[src/rtl/fft_r2sdf_stage.sv]
// Radix-2 single-path delay-feedback DIF butterfly stage with twiddle angle generation
// and quadrant pre-rotation for a downstream CORDIC rotator.
module fft_r2sdf_stage #(
  parameter int unsigned N_LOG2 = 8,
  parameter int unsigned STAGE  = 0,
  parameter int unsigned DW     = 16
) (
  input  logic          clk,
  input  logic          rst_n,
  input  logic          din_valid,
  input  logic          din_sop,
  input  logic [DW-1:0] din_re,
  input  logic [DW-1:0] din_im,
  output logic          dout_valid,
  output logic          dout_sop,
  output logic [DW-1:0] dout_re,
  output logic [DW-1:0] dout_im,
  output logic [15:0]   dout_theta
);

  localparam int unsigned D   = 2 ** (N_LOG2 - 1 - STAGE);
  localparam int unsigned CW  = N_LOG2 - STAGE;
  localparam int unsigned KW  = N_LOG2;
  localparam int unsigned DW1 = DW + 1;
  localparam int unsigned TW  = 16;
  localparam int unsigned AW  = (N_LOG2 + 10 > 18) ? N_LOG2 + 10 : 18;
  localparam logic signed [AW-1:0] NEG_QUARTER = AW'(-23040);

  logic [CW-1:0]  cnt, cnt_nxt, c_eff, m;
  logic           primed, primed_nxt;
  logic           fill, out_valid, out_sop, rot;
  logic [KW-1:0]  k;
  logic [AW-1:0]  prod;
  logic signed [AW-1:0]  raw, theta_w;
  logic signed [DW-1:0]  a_re, a_im, b_re, b_im;
  logic signed [DW-1:0]  sum_re, sum_im, dif_re, dif_im;
  logic signed [DW-1:0]  o_re, o_im, push_re, push_im;
  logic signed [DW1-1:0] sum_re_w, sum_im_w, dif_re_w, dif_im_w;
  logic signed [DW-1:0]  dl_re [D];
  logic signed [DW-1:0]  dl_im [D];

  // Butterfly, twiddle angle, quadrant fold and next-state decode
  always_comb begin
    c_eff      = din_sop ? '0 : cnt;
    fill       = ~c_eff[CW-1];
    m          = c_eff & CW'(D - 1);
    a_re       = dl_re[D-1];
    a_im       = dl_im[D-1];
    b_re       = din_re;
    b_im       = din_im;
    sum_re_w   = DW1'(a_re) + DW1'(b_re);
    sum_im_w   = DW1'(a_im) + DW1'(b_im);
    dif_re_w   = DW1'(a_re) - DW1'(b_re);
    dif_im_w   = DW1'(a_im) - DW1'(b_im);
    sum_re     = DW'(sum_re_w >>> 1);
    sum_im     = DW'(sum_im_w >>> 1);
    dif_re     = DW'(dif_re_w >>> 1);
    dif_im     = DW'(dif_im_w >>> 1);
    k          = fill ? (KW'(m) << STAGE) : '0;
    prod       = AW'(k) * AW'(360);
    raw        = -$signed(prod);
    rot        = fill && (raw < NEG_QUARTER);
    theta_w    = rot ? (raw - NEG_QUARTER) : raw;
    o_re       = fill ? a_re : sum_re;
    o_im       = fill ? a_im : sum_im;
    push_re    = fill ? b_re : dif_re;
    push_im    = fill ? b_im : dif_im;
    out_valid  = din_valid && (!fill || primed);
    out_sop    = out_valid && (c_eff == CW'(D));
    cnt_nxt    = cnt;
    primed_nxt = primed;

    // Angle beyond -90 deg: rotate data by -j so the CORDIC sees [-90, 0]
    if (rot) begin
      o_re = a_im;
      o_im = -a_re;
    end

    if (din_valid) begin
      cnt_nxt = c_eff + CW'(1);
      if (!fill) primed_nxt = 1'b1;
    end
  end

  // Half-block delay line; contents are don't-care until the first fill completes
  always_ff @(posedge clk) begin
    if (din_valid) begin
      dl_re[0] <= push_re;
      dl_im[0] <= push_im;
      for (int unsigned i = 1; i < D; i++) begin
        dl_re[i] <= dl_re[i-1];
        dl_im[i] <= dl_im[i-1];
      end
    end
  end

  // Block counter, priming flag and registered outputs
  always_ff @(posedge clk or negedge rst_n) begin
    if (!rst_n) begin
      cnt        <= '0;
      primed     <= 1'b0;
      dout_valid <= 1'b0;
      dout_sop   <= 1'b0;
      dout_re    <= '0;
      dout_im    <= '0;
      dout_theta <= '0;
    end else begin
      cnt        <= cnt_nxt;
      primed     <= primed_nxt;
      dout_valid <= out_valid;
      dout_sop   <= out_sop;
      if (out_valid) begin
        dout_re    <= o_re;
        dout_im    <= o_im;
        dout_theta <= TW'(theta_w);
      end
    end
  end

endmodule

[config.mk]
export PLATFORM = sky130hd
export DESIGN_NAME = fft_r2sdf_stage
export DESIGN_NICKNAME = d
export VERILOG_FILES = /design/src/rtl/fft_r2sdf_stage.sv
export SDC_FILE = /design/constraint.sdc
export NUM_CORES = 2
export LEC_CHECK = 0
export CAP_MARGIN = 20
export CORE_MARGIN = 3
export CORE_UTILIZATION = 40
export DETAILED_ROUTE_END_ITERATION = 7
export GPL_TIMING_DRIVEN = 0
export SKIP_LAST_GASP = 1
export SYNTH_ARGS = -nofsm -noshare
export SYNTH_HDL_FRONTEND = slang
export SYNTH_SLANG_ARGS = --single-unit
[constraint.sdc]
create_clock -name clk -period 5.4 [get_ports clk]
set_clock_uncertainty 0.05 [all_clocks]
set_input_delay 0.54 -clock clk [delete_from_list [all_inputs] [get_ports clk]]
set_output_delay 0.54 -clock clk [all_outputs]
set_load 0.05 [all_outputs]
Word level (Yosys, flattened, before mapping)
Memory sizes are Yosys's and may differ from the RTL's.
Cells that the tools add are included.
{"block": "totals", "register_bits": 59, "out_inout_bits": 50, "memories": 2, "mem_bits_rw": 4096}
{"block": "op_classes", "add_sub_neg": 8, "n_lt_le_gt_ge": 1, "n_bitwise": 1, "multipliers": 1, "n_eq_ne": 1, "n_reduce_logical": 5, "mux": 11}
{"memory": "dl_im", "words": 128, "width": 16, "rd": 128, "rd_clocked_by_memory_dff": 0, "wr": 128, "line": "40", "text": "logic signed [DW-1:0] dl_im [D];"}
{"memory": "dl_re", "words": 128, "width": 16, "rd": 128, "rd_clocked_by_memory_dff": 0, "wr": 128, "line": "39", "text": "logic signed [DW-1:0] dl_re [D];"}
{"operator": "$mux 16", "n": 7}
{"operator": "$add 16x16->17", "n": 2}
{"operator": "$sub 16x16->17", "n": 2}
{"operator": "$lt 18x16->1 const B", "n": 1}
{"operator": "$neg 16->18", "n": 1}
{"operator": "$neg 16->16", "n": 1}
{"operator": "$sub 16x16->16 const B", "n": 1}
{"operator": "$mul 7x6->13 const B", "n": 1}
{"operator": "$add 8x1->8 const B", "n": 1}
{"operator": "$eq 8x8->1 const B", "n": 1}
{"operator": "$mux 8", "n": 1}
{"operator": "$mux 7", "n": 1}
{"operator": "$logic_and 1x1->1", "n": 3}
{"operator": "$mux 1", "n": 2}
{"operator": "$reduce_and 2->1", "n": 1}
{"operator": "$logic_or 1x1->1", "n": 1}
{"operator": "$not 1->1", "n": 1}

Depth between registers and ports, before layout
{"block": "depth", "ltp_word": 7, "depth_mapped": 20, "depth_no_buf": 18}

Worst setup path after synthesis
OpenSTA, ideal clock, no wires.
{"block": "synth_timing", "path_type": "in2reg", "start": "input port din_sop", "end": "register dout_theta[13]", "required_ns": 5.255, "stages": 18, "setup_ns": 0.095, "n_path_buf": 3, "arrival_ns": 5.021, "setup_slack_ns": 0.234, "cell_sequence": "clkbuf_1 > clkbuf_1 > nor3_1 > ha_1 > ha_1 > inv_1 > fa_1 > inv_1 > fa_1 > a21oi_1 > o221ai_1 > xor2_1 > a31oi_4 > o31a_1 > buf_4 > o31a_1 > o31a_1 > o31ai_1"}
{"block": "synth_between", "elab_chain_len": 7, "elab_cells_between_ends": 11}
{"element": "start, declared", "line": "11", "text": "input logic din_sop,"}
{"element": "$mux 8 *", "line": "44", "text": "c_eff = din_sop ? '0 : cnt;"}
{"element": "$mux 7", "line": "59", "text": "k = fill ? (KW'(m) << STAGE) : '0;"}
{"element": "$mul 7x6->13", "line": "60", "text": "prod = AW'(k) * AW'(360);"}
{"element": "$neg 16->18", "line": "61", "text": "raw = -$signed(prod);"}
{"element": "$lt 18x16->1", "line": "62", "text": "rot = fill && (raw < NEG_QUARTER);"}
{"element": "$logic_and 1x1->1", "line": "62"}
{"element": "$mux 16", "line": "63", "text": "theta_w = rot ? (raw - NEG_QUARTER) : raw;"}
{"element": "end signal, assigned", "line": "115", "text": "dout_theta <= TW'(theta_w);"}
{"element": "end, declared", "line": "18", "text": "output logic [15:0] dout_theta"}
Mark *: on every way between the ends. The rest lies on a longest branch, timed or not.
A chain may end at the register's enable or synchronous reset.

Worst setup path in the final report
{"block": "layout_timing", "start": "register cnt[7]", "end": "register dout_im[9]"}
{"block": "layout_between", "elab_chain_len": 7, "elab_cells_between_ends": 11}
{"element": "start, declared", "line": "29", "text": "logic [CW-1:0] cnt, cnt_nxt, c_eff, m;"}
{"element": "start signal, assigned", "line": "108", "text": "cnt <= cnt_nxt;"}
{"element": "$mux 8 *", "line": "44"}
{"element": "$mux 7", "line": "59"}
{"element": "$mul 7x6->13", "line": "60"}
{"element": "$neg 16->18", "line": "61"}
{"element": "$lt 18x16->1", "line": "62"}
{"element": "$logic_and 1x1->1", "line": "62"}
{"element": "$mux 16", "line": "74", "text": "if (rot) begin"}
{"element": "end signal, assigned", "line": "114", "text": "dout_im <= o_im;"}
{"element": "end, declared", "line": "17", "text": "output logic [DW-1:0] dout_im,"}
Marked as above.

==> metrics.txt <==
global-route wire length before repair=293 mm; maximum operating frequency=197 MHz; synth-to-layout area growth=15.5%; fill count=26500; Global Route Usage Sum=11.3%; Die Outline Area=0.333 sq mm; ranking of synthesized cells by area=sky130_fd_sc_hd__edfxtp_1 94%, sky130_fd_sc_hd__dfrtp_1 1.1%, sky130_fd_sc_hd__ha_1 0.79%; count of state elements after synthesis=4152; Worst IR Drop VDD=0.276 mV; largest net degree at the start of global routing=218; arrival time at the worst endpoint=5790 ps; fin area=0.151 sq mm; Storage cell area=0.124 sq mm; predominant post-synthesis flop cell=sky130_fd_sc_hd__edfxtp_1; die width=577 um; utilization after layout=46.5%; kind of capture point of the worst setup path=flip-flop; number of cells in the design after placement=9526; fraction of post-synthesis cell area in the top cell type by area=94.3%; distinct cell type count of the synthesized netlist=69; share of async-settable or async-resettable flops after synthesis=1.35%; DR iter-0 viols=4515; io pins=86; Req. time, crit path=6120 ps; clock latency on the worst-skew pair=930 ps; clock tree from TritonCTS=done; Max-slew headroom=22.4%; RSZ-0062 raised after global routing=true; root buf cell=sky130_fd_sc_hd__clkbuf_16; floorplan row count=209; Setup-failing EPs final=0; total negative slack=0 ps; synth cell count leaders=4096 x sky130_fd_sc_hd__edfxtp_1, 102 x sky130_fd_sc_hd__nand2_1, 90 x sky130_fd_sc_hd__inv_1; hold slack=144 ps; clock net sink count=4152; worst-case clock buffer depth=4; count of flip-flops with a built-in enable after synthesis=4096; status=completed; yosys warns=0; post-route total power=68.2 mW; count of unresolved DRC violations after routing=0; measured slew at the worst slew-check pin=1160 ps; H-Tree Depth=5; DPL Wire Length=102 mm; setup slack at placement=-2040 ps; static leakage=50.6 nW; total area of multi-input combinational cells=0.00558 sq mm; area of the mapped netlist=0.130 sq mm; remaining antenna violation count=0; total gr overflow=0; Core Region=0.324 sq mm; overall routed net length=191 mm; max-cap check violation count=0; synthesized instance count=5085; routability congestion estimate from global placement=0.786; power density of the placed cells=453 mW/mm^2; fraction of final layout cells with drive strength greater than 1=11.3%; final standard cell count with taps included and fillers excluded=10300; clock input transition at the sequential cells of the worst setup and hold paths=70 ps; worst min-delay path class=input pin to async pin; Fin. Hold Viols=0; cell type with the highest aggregate area in the netlist=sky130_fd_sc_hd__edfxtp_1; nets=5745; cell with the most instances after synthesis=sky130_fd_sc_hd__edfxtp_1; kind of critical path=flip-flop to flip-flop; vertical die dimension=577 um; crit share post-route=94.0%; initial core utilization=40.2%; total clock buffers created by CTS=401; Worst Reg-to-Reg Cells=18; DR vias=46900; number of vias per cell after detailed routing=4.56; number of port buffers=81; average cell area after synthesis=25.7 sq um; Placed Area=0.137 sq mm; number of antenna violations at the first check in global routing=34; final worst path period need=5070 ps; setup slack of the critical path after layout=326 ps; via count of the first global-routing pass=46800; startpoint types=flip-flop; largest fanout on the critical path=10; Wirelength per Cell=18.6 um; portion of the post-synthesis area used by sequential elements=95.4%; Slew Viols, Final=0; first-pass iteration count of the detailed router=5
placed cells by master (no fill, tap or decap), types with 51 or more instances in the layout:
cell                              Yosys  layout
sky130_fd_sc_hd__clkinv_2             0      73
sky130_fd_sc_hd__nand2_1            102     102
sky130_fd_sc_hd__inv_1               90      90
sky130_fd_sc_hd__a21oi_1             53      52
sky130_fd_sc_hd__dfrtp_1             56      55
sky130_fd_sc_hd__clkbuf_1            41     116
sky130_fd_sc_hd__o21ai_0             51      51
sky130_fd_sc_hd__ha_1                82      82
sky130_fd_sc_hd__edfxtp_1          4096    4096
sky130_fd_sc_hd__nor2_1              86      86
sky130_fd_sc_hd__clkbuf_16            0     407
sky130_fd_sc_hd__clkdlybuf4s50_1      0      79
sky130_fd_sc_hd__clkinv_1             0      83
cell type report:
cell class / instances / share of cell area [%]
sequential: 4152 / 82.6
timing repair buffer: 126 / 1.10
buffer: 57 / 0.165
multi-input combinational: 788 / 3.71
inverter: 90 / 0.224
tap: 4325 / 3.59
clock buffer: 482 / 6.93
antenna: 6 / 0.00997
clock inverter: 254 / 1.69
kinds of logic (layout without fill, tap and decap cells):
group	count (synthesis)	count (layout)	share of synthesized area, %
simple gates	335	335	1.22
mux	17	17	0.135
fa+ha+maj	93	93	0.955
flops	4152	4152	95.4
compound gates	266	266	1.37
other cells	1	9	0.00287
buf+inv	147	1009	0.446
xor+xnor	74	74	0.497
worst max-delay path, cell delays in order (launching register included):
cell and delay [ps]:
sky130_fd_sc_hd__dfrtp_1 420, sky130_fd_sc_hd__buf_2 230, sky130_fd_sc_hd__nor3_1 260, sky130_fd_sc_hd__ha_1 290
sky130_fd_sc_hd__ha_1 300, sky130_fd_sc_hd__inv_1 60, sky130_fd_sc_hd__fa_1 540, sky130_fd_sc_hd__inv_1 80
sky130_fd_sc_hd__fa_1 540, sky130_fd_sc_hd__a21oi_1 270, sky130_fd_sc_hd__o221ai_1 240, sky130_fd_sc_hd__xor2_2 300
sky130_fd_sc_hd__a31oi_4 80, sky130_fd_sc_hd__o31a_1 270, sky130_fd_sc_hd__buf_4 190, sky130_fd_sc_hd__nor2_4 260
sky130_fd_sc_hd__buf_2 310, sky130_fd_sc_hd__nand3_1 100, sky130_fd_sc_hd__a31oi_1 180
where the power goes:
part / total [mW] / internal (mW) / switching (mW)
Clock: 27.2 / 15.6 / 11.6
Sequential: 38.2 / 37.6 / 0.619
Combinational: 2.81 / 0.761 / 2.05
Total: 68.2 / 54.0 / 14.2
per-layer routing:
layer	global-route usage, %	vias to the layer above	wire [um]
met1	17.6	24200	94300
met2	15.9	776	82500
met5	0	-	0
li1	-	21400	-
met4	4.54	0	6810
met3	1.97	448	7190
flip-flops by register name, summed over array words and instances (netlist names):
register,count
dout_im,16
dl_im,2048
dout_theta,13
dl_re,2048
cnt,8
dout_sop,1
dout_valid,1
dout_re,16
primed,1
path summary, 6_finish.rpt:
| path | start | end | slack (ps) |
|---|---|---|---|
| max | cnt[7] | dout_im[9] | 330 |
| min | rst_n | dout_sop | 140 |
| max reg2reg | cnt[7] | dout_im[9] | 330 |
| min reg2reg | dl_re[1][106] | dl_re[1][122] | 320 |
| max in group asynchronous | rst_n | cnt[0] | 3890 |
| min in group clk | din_valid | dl_im[4][163] | 230 |
what timing repair did:
item	in CTS	in global routing
endpoints found under the setup margin	39	305
hold buffers	2	0
endpoints found under the hold margin	56	0
pin swaps	5	2
resized for setup	14	10
gates cloned	0	1
setup buffers	5	4
No activity file was read; power rests on OpenSTA's default activity.
